$ cat src/rtl/mdu_iter.sv
`default_nettype none
// ============================================================================
//  Module   : mdu_iter
//  Purpose  : Iterative multiply/divide unit producing the HI/LO pair for
//             MULT, MULTU, DIV and DIVU. Radix-2 shift-add multiply and
//             restoring divide on operand magnitudes, one iteration per clock,
//             followed by a single sign-correction cycle. HI/LO are held here
//             and can be written directly (MTHI/MTLO) while idle.
//  Ports    : clk, rst          - clock, synchronous active-high reset
//             start, op, a, b   - launch request (op: 00 MULT, 01 MULTU,
//                                 10 DIV, 11 DIVU), sampled when not busy
//             mthi, mtlo, wdata - direct HI/LO writes, honoured when idle
//             busy, done        - operation in flight / result-written pulse
//             hi, lo            - architectural HI and LO registers
//  Revision : 1.0 - initial release
// ============================================================================
module mdu_iter #(
    parameter int WIDTH = 32
) (
    input  logic             clk,
    input  logic             rst,
    input  logic             start,
    input  logic [1:0]       op,
    input  logic [WIDTH-1:0] a,
    input  logic [WIDTH-1:0] b,
    input  logic             mthi,
    input  logic             mtlo,
    input  logic [WIDTH-1:0] wdata,
    output logic             busy,
    output logic             done,
    output logic [WIDTH-1:0] hi,
    output logic [WIDTH-1:0] lo
);

    localparam int CW = $clog2(WIDTH + 1);

    typedef enum logic [1:0] {
        S_IDLE = 2'd0,
        S_CALC = 2'd1,
        S_FIX  = 2'd2
    } state_t;

    state_t           r_state;
    logic [CW-1:0]    r_count;
    logic             r_is_div;
    logic             r_neg_lo;   // sign of product / quotient
    logic             r_neg_hi;   // sign of remainder (dividend sign)
    logic             r_div_zero;
    logic [WIDTH-1:0] r_m;        // multiplicand or divisor magnitude
    logic [WIDTH-1:0] r_acc;      // upper product half or partial remainder
    logic [WIDTH-1:0] r_q;        // multiplier shifting out / quotient shifting in

    // Operand conditioning at launch: signed ops (op[0]=0) work on magnitudes.
    logic             w_signed;
    logic             w_a_neg;
    logic             w_b_neg;
    logic [WIDTH-1:0] w_a_mag;
    logic [WIDTH-1:0] w_b_mag;

    assign w_signed = ~op[0];
    assign w_a_neg  = w_signed & a[WIDTH-1];
    assign w_b_neg  = w_signed & b[WIDTH-1];
    assign w_a_mag  = w_a_neg ? -a : a;
    assign w_b_mag  = w_b_neg ? -b : b;

    // Multiply iteration: conditional add into the upper half, then shift the
    // whole {carry, acc, q} right by one.
    logic [WIDTH:0]   w_sum;
    assign w_sum = {1'b0, r_acc} + (r_q[0] ? {1'b0, r_m} : {(WIDTH+1){1'b0}});

    // Restoring divide iteration. The partial remainder is always below the
    // divisor, so a successful subtraction fits back into WIDTH bits.
    logic [WIDTH:0]   w_shift;
    logic             w_ge;
    logic [WIDTH-1:0] w_sub;
    assign w_shift = {r_acc, r_q[WIDTH-1]};
    assign w_ge    = (w_shift >= {1'b0, r_m});
    assign w_sub   = w_shift[WIDTH-1:0] - r_m;

    // Sign correction applied in the FIX cycle.
    logic [2*WIDTH-1:0] w_prod;
    logic [2*WIDTH-1:0] w_prod_fix;
    logic [WIDTH-1:0]   w_quot_fix;
    logic [WIDTH-1:0]   w_rem_fix;
    assign w_prod     = {r_acc, r_q};
    assign w_prod_fix = r_neg_lo ? -w_prod : w_prod;
    assign w_quot_fix = r_neg_lo ? -r_q : r_q;
    assign w_rem_fix  = r_neg_hi ? -r_acc : r_acc;

    always_ff @(posedge clk) begin
        if (rst) begin
            r_state    <= S_IDLE;
            r_count    <= '0;
            r_is_div   <= 1'b0;
            r_neg_lo   <= 1'b0;
            r_neg_hi   <= 1'b0;
            r_div_zero <= 1'b0;
            r_m        <= '0;
            r_acc      <= '0;
            r_q        <= '0;
            busy       <= 1'b0;
            done       <= 1'b0;
            hi         <= '0;
            lo         <= '0;
        end else begin
            done <= 1'b0;
            case (r_state)
                S_IDLE: begin
                    if (mthi) hi <= wdata;
                    if (mtlo) lo <= wdata;
                    if (start) begin
                        r_state    <= S_CALC;
                        r_count    <= '0;
                        busy       <= 1'b1;
                        r_is_div   <= op[1];
                        r_acc      <= '0;
                        r_div_zero <= op[1] & (b == '0);
                        if (op[1]) begin
                            r_m      <= w_b_mag;
                            r_q      <= w_a_mag;
                            r_neg_lo <= w_a_neg ^ w_b_neg;
                            r_neg_hi <= w_a_neg;
                        end else begin
                            r_m      <= w_a_mag;
                            r_q      <= w_b_mag;
                            r_neg_lo <= w_a_neg ^ w_b_neg;
                            r_neg_hi <= 1'b0;
                        end
                    end
                end
                S_CALC: begin
                    if (r_is_div) begin
                        r_acc <= w_ge ? w_sub : w_shift[WIDTH-1:0];
                        r_q   <= {r_q[WIDTH-2:0], w_ge};
                    end else begin
                        r_acc <= w_sum[WIDTH:1];
                        r_q   <= {w_sum[0], r_q[WIDTH-1:1]};
                    end
                    r_count <= r_count + 1'b1;
                    if (r_count == CW'(WIDTH - 1)) begin
                        r_state <= S_FIX;
                    end
                end
                S_FIX: begin
                    if (r_is_div) begin
                        // Divide by zero leaves remainder = |a|, which the
                        // dividend-sign correction turns back into a.
                        hi <= w_rem_fix;
                        lo <= r_div_zero ? {WIDTH{1'b1}} : w_quot_fix;
                    end else begin
                        hi <= w_prod_fix[2*WIDTH-1:WIDTH];
                        lo <= w_prod_fix[WIDTH-1:0];
                    end
                    done    <= 1'b1;
                    busy    <= 1'b0;
                    r_state <= S_IDLE;
                end
                default: begin
                    r_state <= S_IDLE;
                    busy    <= 1'b0;
                end
            endcase
        end
    end

endmodule
`default_nettype wire

$ cat config.mk
export PLATFORM = sky130hd
export DESIGN_NAME = mdu_iter
export DESIGN_NICKNAME = d
export VERILOG_FILES = /design/src/rtl/mdu_iter.sv
export SDC_FILE = /design/constraint.sdc
export NUM_CORES = 1
export LEC_CHECK = 0
export BUFFER_PORTS_ARGS = -buffer_cell sky130_fd_sc_hd__buf_4
export CAP_MARGIN = 20
export CORE_AREA = 3 3 167 169
export DETAILED_ROUTE_END_ITERATION = 10
export DIE_AREA = 0 0 170 172
export HOLD_SLACK_MARGIN = 0.1
export PLACE_DENSITY_LB_ADDON = 0.3
export SYNTH_ARGS = -nofsm -noshare
export SYNTH_HDL_FRONTEND = slang
export SYNTH_SLANG_ARGS = --single-unit
$ cat constraint.sdc
create_clock -name clk -period 3.2 [get_ports clk]
set_input_delay 0.16 -clock clk [delete_from_list [all_inputs] [get_ports clk]]
set_output_delay 0.16 -clock clk [all_outputs]
set_load 0.01 [all_outputs]
**Word-level counts from Yosys, hierarchy flattened**

Index checks and enable logic that the tools add are counted.

- Register bits after elaboration: 174
- Bits of input ports: 103
- Output and inout port bits: 66
- Word-level logic and storage cells: 76

- Add/sub/neg operators: 8
- Magnitude comparators: 1
- Equal/unequal tests: 7
- Multiplexer cells: 31
- Bitwise logic cells: 6
- Reduce and logical (&&, ||, !) cells: 10

Operator list:

| kind | count |
|---|---|
| 2-to-1 mux 32 bit | 17 |
| one-hot mux 32 bit (2 select lines) | 4 |
| negator 32 bit | 4 |
| 2-to-1 mux 64 bit | 1 |
| negator 64 bit | 1 |
| adder 32 x 32 -> 33 bit | 1 |
| greater-or-equal comparator 33 x 32 -> 1 bit | 1 |
| logical NOT 32 bit | 1 |
| subtractor 32 bit | 1 |
| one-hot mux 6 bit (2 select lines) | 1 |
| AND reduction 2 bit | 6 |
| != test 2 bit (second input constant) | 4 |
| adder 6 x 1 -> 6 bit (second input constant) | 1 |
| == test 6 x 5 -> 1 bit (second input constant) | 1 |
| 2-to-1 mux 6 bit | 1 |
| 2-to-1 mux 2 bit | 2 |
| one-hot mux 2 bit (2 select lines) | 1 |
| nonzero test 2 bit | 2 |
| AND 1 bit | 3 |
| 2-to-1 mux 1 bit | 3 |
| == test 2 x 1 -> 1 bit (second input constant) | 1 |
| == test 2 bit (second input constant) | 1 |
| logical NOT 2 bit | 1 |
| NOT 1 bit | 2 |
| other kinds (2) | 2 |

**Depth between registers and ports, before layout**

Gate-level depths: netlist of the first run.

- Depth in word-level cells: 6
- Mapped depth: 16
- Depth with buffers taken out: 14

**Worst setup path before layout of the first run**

No wires, ideal clock.

- Path type: flip-flop to flip-flop
- From: register r_q[0]
- To: register r_acc[27]
- Setup time: 0.123 ns
- Arrival time: 3.160 ns
- Required time: 3.077 ns
- Setup slack: -0.083 ns
- Cell stages (with the launch flop): 16
- Buffers on the path: 2
- Period minus slack after synthesis: 3.283 ns
- Path through: dfxtp_1 -> clkbuf_1 -> inv_1 -> clkbuf_1 -> nor2_1 -> ha_1 -> o211ai_1 -> a21oi_1 -> o41a_1 -> nor3_1 -> o31ai_1 -> a2111oi_0 -> o31ai_1 -> xor2_1 -> o21ai_0 -> o21ai_0

- Word-level cells in the longest chain between the ends: 4

Ends and longest elaborated chain:

| what | line | source |
|---|---|---|
| from (decl) | 51 | `logic [WIDTH-1:0] r_q;` |
| from (signal assigned) | 120 | `r_q <= w_a_mag;` |
| from (signal assigned) | 125 | `r_q <= w_b_mag;` |
| from (signal assigned) | 134 | `r_q <= {r_q[WIDTH-2:0], w_ge};` |
| 2-to-1 mux 32 bit | 69 | `assign w_sum = {1'b0, r_acc} + (r_q[0] ? {1'b0, r_m} : {(WIDTH+1){1'b0}});` |
| adder 32 x 32 -> 33 bit | 69 |  |
| 2-to-1 mux 32 bit | 132 | `if (r_is_div) begin` |
| one-hot mux 32 bit (2 select lines) | 107 | `case (r_state)` |
| to (signal assigned) | 133 | `r_acc <= w_ge ? w_sub : w_shift[WIDTH-1:0];` |
| to (signal assigned) | 136 | `r_acc <= w_sum[WIDTH:1];` |
| to (decl) | 50 | `logic [WIDTH-1:0] r_acc;` |

No other way between the ends.
A chain may end at the register's enable or synchronous reset.

**Worst setup path after layout of the first run**

- From: register r_m[0]
- To: register r_acc[30]

- Word-level cells in the longest chain between the ends: 4
- Elaborated cells on any way between the ends: 7
- Those cells by class: 2 x add/sub; 1 x order compare; 4 x mux

Ends and longest elaborated chain:

| what | line | source |
|---|---|---|
| from (decl) | 49 | `logic [WIDTH-1:0] r_m;` |
| from (signal assigned) | 119 | `r_m <= w_b_mag;` |
| from (signal assigned) | 124 | `r_m <= w_a_mag;` |
| 2-to-1 mux 32 bit (tied with other cells) | 69 |  |
| adder 32 x 32 -> 33 bit or 2-to-1 mux 32 bit (tied branches) | 69, 133 |  |
| 2-to-1 mux 32 bit * | 132 |  |
| one-hot mux 32 bit (2 select lines) * | 107 |  |

Every way passes the cells marked *; elsewhere a longest branch is shown, timed or not.

==> results of run 1 <==
## cells by family (layout without fill, tap and decap cells)
family | count (synthesis) | count (layout) | share of synthesized area, %
buffers and inverters | 195 | 501 | 5.22
XOR/XNOR | 172 | 172 | 10.5
flip-flops | 174 | 174 | 24.3
adder cells (fa/ha/maj) | 71 | 71 | 6.31
AO/OA/AOI/OAI | 671 | 671 | 30.3
AND/OR/NAND/NOR | 620 | 621 | 19.9
multiplexers | 48 | 48 | 3.39
## area by class of cell
class,count,area [sq um]
multi-input cells,1583,10500
fillers,2195,8280
flip-flops and latches,174,3490
well taps,341,427
repair buffers,405,3150
clock inverters,15,211
inverters,64,243
clock buffers,17,425
## final timing paths
| check | to | slack [ns] | cells after the start | from |
|---|---|---|---|---|
| worst max-delay path | r_acc[30] | 0.05 | 13 | r_m[0] |
| worst min-delay path | lo[31] | 0.14 | 3 | wdata[31] |
| worst max register to register | r_acc[30] | 0.05 | 13 | r_m[0] |
| worst min register to register | hi[25] | 0.45 | 2 | hi[25] |
## per-stage QoR
stage               area [sq um]  hold WS, ns  std cells
finish                     18400        0.136       2599
global route               18400        0.143       2599
CTS                        18000        0.114       2589
detailed placement         17000        0.437       2521
global placement           17000        0.431       2521
floorplan                  14300        0.312       1951
## state kept, by name, summed over array words and instances, names as in the netlist
signal      flops
r_div_zero      1
busy            1
r_q            32
r_is_div        1
r_count         6
r_m            32
r_neg_hi        1
lo             32
r_neg_lo        1
done            1
r_state         2
r_acc          32
hi             32
## Yosys cell counts (13+ instances only)
master    count
nand2b_1     18
nor3_1       45
inv_1        63
ha_1         69
a31oi_1      13
mux2i_1      44
clkbuf_1    111
a211oi_1     78
o31ai_1      25
nand3_1      25
a21oi_1     201
o211ai_1     28
o21ai_0     136
nor2b_1      13
nand2_1     201
buf_1        13
dfxtp_1     174
xor2_1       62
nor2_1      219
a21o_1       38
a22oi_1      17
xnor2_1     110
o221ai_1     45
## worst reg2reg max path: cells and delay by family (launching register included)
| family | cells | cell delay (ns) |
|---|---|---|
| DFF | 1 | 0.35 |
| buffers and inverters | 1 | 0.06 |
| AOI/OAI and AO/OA | 9 | 1.92 |
| xor gates and xnor gates | 1 | 0.18 |
| adders and majority gates | 2 | 0.53 |
## layout by cell type (no fill, tap or decap), drive strengths merged, types with 69 or more instances in the layout
| cell | instances |
|---|---|
| a21oi | 201 |
| o21ai | 145 |
| ha | 69 |
| xnor2 | 110 |
| nor2 | 220 |
| buf | 373 |
| dfxtp | 174 |
| nand2 | 203 |
| inv | 71 |
| a211oi | 78 |
## power by group through the flow
stage	Sequential [mW]	Clock (mW)	Combinational, mW
floorplan	2.47	0	1.39
global placement	2.48	0	2.29
detailed placement	2.49	0	2.34
CTS	2.44	2.28	2.41
global route	2.46	2.38	2.73
finish	2.45	2.29	2.56
## what timing repair did
item | in CTS | in global routing
hold buffers | 32 | 0
pin swaps | 3 | 37
endpoints found under the hold margin | 45 | 0
setup endpoints to repair | 10 | 49
gates resized for setup | 17 | 76
setup buffers | 4 | 11
gates cloned | 0 | 1
## layer usage
layer	vias up	global-route usage (%)	part of all wire [%]
li1	7700	-	-
met3	198	7.54	10
met5	-	0	0
met1	7861	47.0	39
met2	1089	59.8	46
met4	0	14.1	4.7
==> reports/qor.yml, run 1 <==
clocking:
  clock_latency_ns: 0.46
  cts_tree: "yes"
  cts.path.max_buffers: 2
  cts.clk_slew.worst_paths_ns: 0.08
  cts_num_sinks: 174
  cts-htree-levels: 4
  cts_root_buffer: "clkbuf_16"
  cts_buffers: 17
flow_run:
  maxCapViolCount: 0
yosys:
  synth_nets: 2125
  ys.warnings.count: 0
  synth_edf_count: 0
  synth.avg_cell_area_sq_um: 7.34
  synth-main-ff-cell: "dfxtp_1"
  ys_seq_area_share_pct: 24.3
  syn_area_sq_mm: 0.0143
  yosys-top-cells-area: "dfxtp_1 24%, a21oi_1 7.0%, xnor2_1 6.7%"
  syn_inst: 1951
  yosys.area.top_type: "dfxtp_1"
  async_flop_share_pct: 0
  synth_top_area_share_pct: 24.3
  synth-seq-cells: 174
  ys_types: 82
pwr:
  intPower_mw: 4.53
  pwr-share-seq_pct: 33.5
  ir_worst_vdd_mv: 0.331
  p_clk_share_pct: 31.4
  power_switching_mw: 2.77
  power.density_mw_per_mm2: 396
  p_comb_share_pct: 35.1
  p_sw_share_pct: 37.9
  power.leakage_nw: 7.78
  power_mw: 7.30
worst_setup_path:
  crit_buf_inv: 1
  cp_slowest_cell: "fa_2"
  cp_data_arrival_time_ns: 3.48
  cp-start-kind: "flip-flop"
  worstPathCellList: "ha_1 -> inv_1 -> fa_2 -> a211oi_4 -> o21ai_2 -> a21oi_2 -> o221ai_4 -> a41oi_2 -> o32ai_1 -> a211o_1 -> a311oi_2 -> xor2_1 -> a21oi_1"
  cpPeakStageDelay_ns: 0.37
  cp-end-kind: "flip-flop"
  critPathTopFamily: "compound AO/OA/AOI/OAI gates"
  critical_path_class: "reg2reg"
  cp.required_ns: 3.53
  crit_path_max_fanout: 3
sta:
  worst_pin_slew_ns: 0.836
  clock_skew_ns: 0.0223
  finalHoldViolations: 0
  rsz0062_at_grt: "true"
  period_share_pct: 98.4
  fin_crit_ns: 3.15
  setup_viol: 0
  relSlewSlack_pct: 44.1
  fin_ws_ns: 0.0517
  max_freq_ghz: 0.318
  final.setup.tns_ns: 0
  maxSlewViolCount: 0
finish:
  nets: 2419
  syn_to_final_growth_pct: 28.8
  drive_above_1_share_pct: 22.3
  fin_util_pct: 69.0
  antenna_cells: 0
die:
  fp-row-count: 60
  chipWidth_microns: 170
  ioPinCount: 169
  core_area_sq_mm: 0.0267
  die_y_microns: 172
  initial_core_util_pct: 53.6
  dieArea_sq_mm: 0.0292
worst_hold_path:
  hold_class: "in2reg"
detailed_routing:
  vias_per_cell: 6.48
  drt_iter0_markers: 2388
  drt.antenna.violating_nets: 0
  drtPass1Iterations: 6
  wl_per_cell_microns: 21.7
  wl_microns: 56300
  vias: 16800
  drc: 0
run_status:
  status: "finished clean"
global_routing:
  grt_pass1_wl_microns: 84500
  grt_pass1_vias: 15500
  gr-total-overflow: 0
  antenna_found_initial: 1
  grt_max_degree: 86
  track_usage_pct: 36.3
placed_design:
  hpwl_microns: 42500
  io_buffers: 168
  place.gp.congestion: 1.12
  post-place-ws_ns: -0.254
(Power assumes the default switching activity.)
==> run 2: changes to the inputs <==
--- a/config.mk
+++ b/config.mk
@@ -12,2 +12,3 @@
 export DIE_AREA = 0 0 170 172
+export GPL_TIMING_DRIVEN = 0
 export HOLD_SLACK_MARGIN = 0.1
--- a/constraint.sdc
+++ b/constraint.sdc
@@ -3,2 +3,2 @@
 set_output_delay 0.16 -clock clk [all_outputs]
-set_load 0.01 [all_outputs]
+set_load 0.05 [all_outputs]
==> run 2 against run 1 <==
The run now ends with setup timing left. Core utilization fell by 2.3 points. Register-to-register slack got worse by 0.09 ns. Cell count fell by 1.8%. Clock power fell by 6%. Worst setup slack got worse by 0.093 ns. Sequential power barely moved. Clock skew fell by 0.0061 ns. Highest routed layer unchanged.
==> reports/qor.yml, run 2 (synthesis results as in run 1) <==
pwr:
  pwr-share-seq_pct: 33.8
  power.leakage_nw: 7.13
  power.density_mw_per_mm2: 410
  ir_worst_vdd_mv: 0.436
  p_sw_share_pct: 40.0
  power_switching_mw: 2.93
  p_comb_share_pct: 36.7
  intPower_mw: 4.38
  power_mw: 7.31
  p_clk_share_pct: 29.5
finish:
  mostFrequentLayoutCell: "nor2_1"
  final_cell_mix: "213 x nor2_1, 204 x buf_4, 199 x nand2_1, 192 x a21oi_1, 154 x dfxtp_1"
  drive_above_1_share_pct: 17.6
  antenna_cells: 0
  multi_input_area_sq_mm: 0.0107
  nFillCells: 2354
  nets: 2371
  register_area_sq_mm: 0.00352
  syn_to_final_growth_pct: 24.5
worst_hold_path:
  min_from: "wdata[6]"
  holdPathStages: 5
  whs_endpoint: "hi[6]"
  hold_class: "in2reg"
global_routing:
  grt_max_degree: 18
  antenna_found_initial: 0
  gr-total-overflow: 0
  grt_pass1_wl_microns: 91200
  grt_pass1_vias: 15600
  track_usage_pct: 40.5
die:
  chipWidth_microns: 170
  ioPinCount: 169
  core_area_sq_mm: 0.0267
  initial_core_util_pct: 53.6
  die_y_microns: 172
  fp-row-count: 60
  dieArea_sq_mm: 0.0292
clocking:
  cts.clk_slew.worst_paths_ns: 0.08
  cts_buffers: 17
  cts-htree-levels: 4
  cts_tree: "yes"
  cts.path.max_buffers: 2
  cts_root_buffer: "clkbuf_16"
  cts_num_sinks: 174
  clock_latency_ns: 0.45
worst_setup_path:
  cp.required_ns: 3.55
  crit_path_max_fanout: 5
  critical_path_class: "reg2reg"
  cp-start-kind: "flip-flop"
  r2r.worst_path.cells: 15
  r2r_end: "r_acc[27]"
  cp-end-kind: "flip-flop"
  r2r_setup_slack_ns: -0.04
  reg2reg_from: "r_q[0]"
  cp_data_arrival_time_ns: 3.59
detailed_routing:
  vias_per_cell: 6.65
  wl_per_cell_microns: 24.5
  wl_microns: 62600
  drc: 0
  drt.antenna.violating_nets: 0
  vias: 17000
  drtPass1Iterations: 6
  drt_iter0_markers: 2059
run_status:
  violations: "setup timing"
  status: "finished with violations"
sta:
  worst_pin_slew_ns: 0.995
  clock_skew_ns: 0.0161
  setup_viol: 6
  period_share_pct: 101
  fin_ws_ns: -0.0412
  max_freq_ghz: 0.309
  maxSlewViolCount: 0
  finalHoldViolations: 0
  rsz0062_at_grt: "true"
  worst_hold_slack_ns: 0.114
  relSlewSlack_pct: 33.4
  fin_crit_ns: 3.24
placed_design:
  place.gp.congestion: 1.06
  io_buffers: 167
  hpwl_microns: 48000
flow_run:
  maxCapViolCount: 0
-- run 2: layer usage --
layer	global-route usage, %	vias up	part of all wire (%)
met3	8.07	273	10
met1	50.9	7947	38
li1	-	7593	-
met5	0	-	0
met2	64.5	1155	44
met4	24.2	0	7.3
-- run 2: power by group through the flow --
stage / clock, mW / combinational [mW] / sequential (mW)
4_1_cts: 2.13 / 2.49 / 2.46
5_1_grt: 2.22 / 2.83 / 2.48
6_report: 2.16 / 2.68 / 2.47
2_1_floorplan: 0 / 1.39 / 2.64
3_5_place_dp: 0 / 2.38 / 2.51
3_3_place_gp: 0 / 2.36 / 2.50
-- run 2: area by class of cell --
cell class,count,share of cell area [%]
buffer,126,3.08
clock buffer,18,2.41
clock inverter,14,0.856
inverter,64,1.38
multi-input combinational,1582,59.9
sequential,174,19.8
tap,341,2.39
timing repair buffer,232,10.2
-- run 2: worst max-delay path by stage --
stage | slack (ns) | depth (start not counted) | startpoint | endpoint
floorplan | -0.03 | 15 | r_q[0] | r_acc[27]
detailed placement | -1.29 | 15 | r_q[0] | r_acc[30]
global placement | -1.29 | 15 | r_q[0] | r_acc[30]
finish | -0.04 | 15 | r_q[0] | r_acc[27]
CTS | 0.002 | 14 | r_m[0] | r_acc[29]
global route | -0.19 | 15 | r_q[0] | r_acc[29]
-- run 2: critical path: stages, from the launching register on --
cell       delay [ns]
dfxtp_4          0.39
inv_6            0.05
buf_6            0.13
nor2_4           0.09
ha_4             0.21
o211ai_1         0.31
a21oi_4          0.07
o41a_1           0.48
nor3_2           0.28
o31ai_4          0.13
a2111oi_4        0.36
buf_4            0.20
o31ai_4          0.08
xor2_1           0.16
o21ai_1          0.13
o21ai_1          0.07
-- run 2: timing repair --
item / CTS / global route
setup endpoints to repair: 61 / 51
hold endpoints to repair: 39 / 0
resized for setup: 76 / 117
gates cloned: 0 / 1
setup buffers: 11 / 25
pin swaps: 18 / 44
hold buffers: 27 / 0
-- run 2: through the flow --
stage	setup TNS, ns	setup WS, ns	area [sq um]	utilization [%]	cells
floorplan	-0.0315	-0.0315	14300	-	1951
global placement	-40.21	-1.29	16000	59.9	2459
detailed placement	-41.49	-1.29	16000	59.9	2460
CTS	0	0.00249	17200	64.5	2527
global route	-1.11	-0.186	17800	66.7	2551
finish	-0.162	-0.0412	17800	66.7	2551
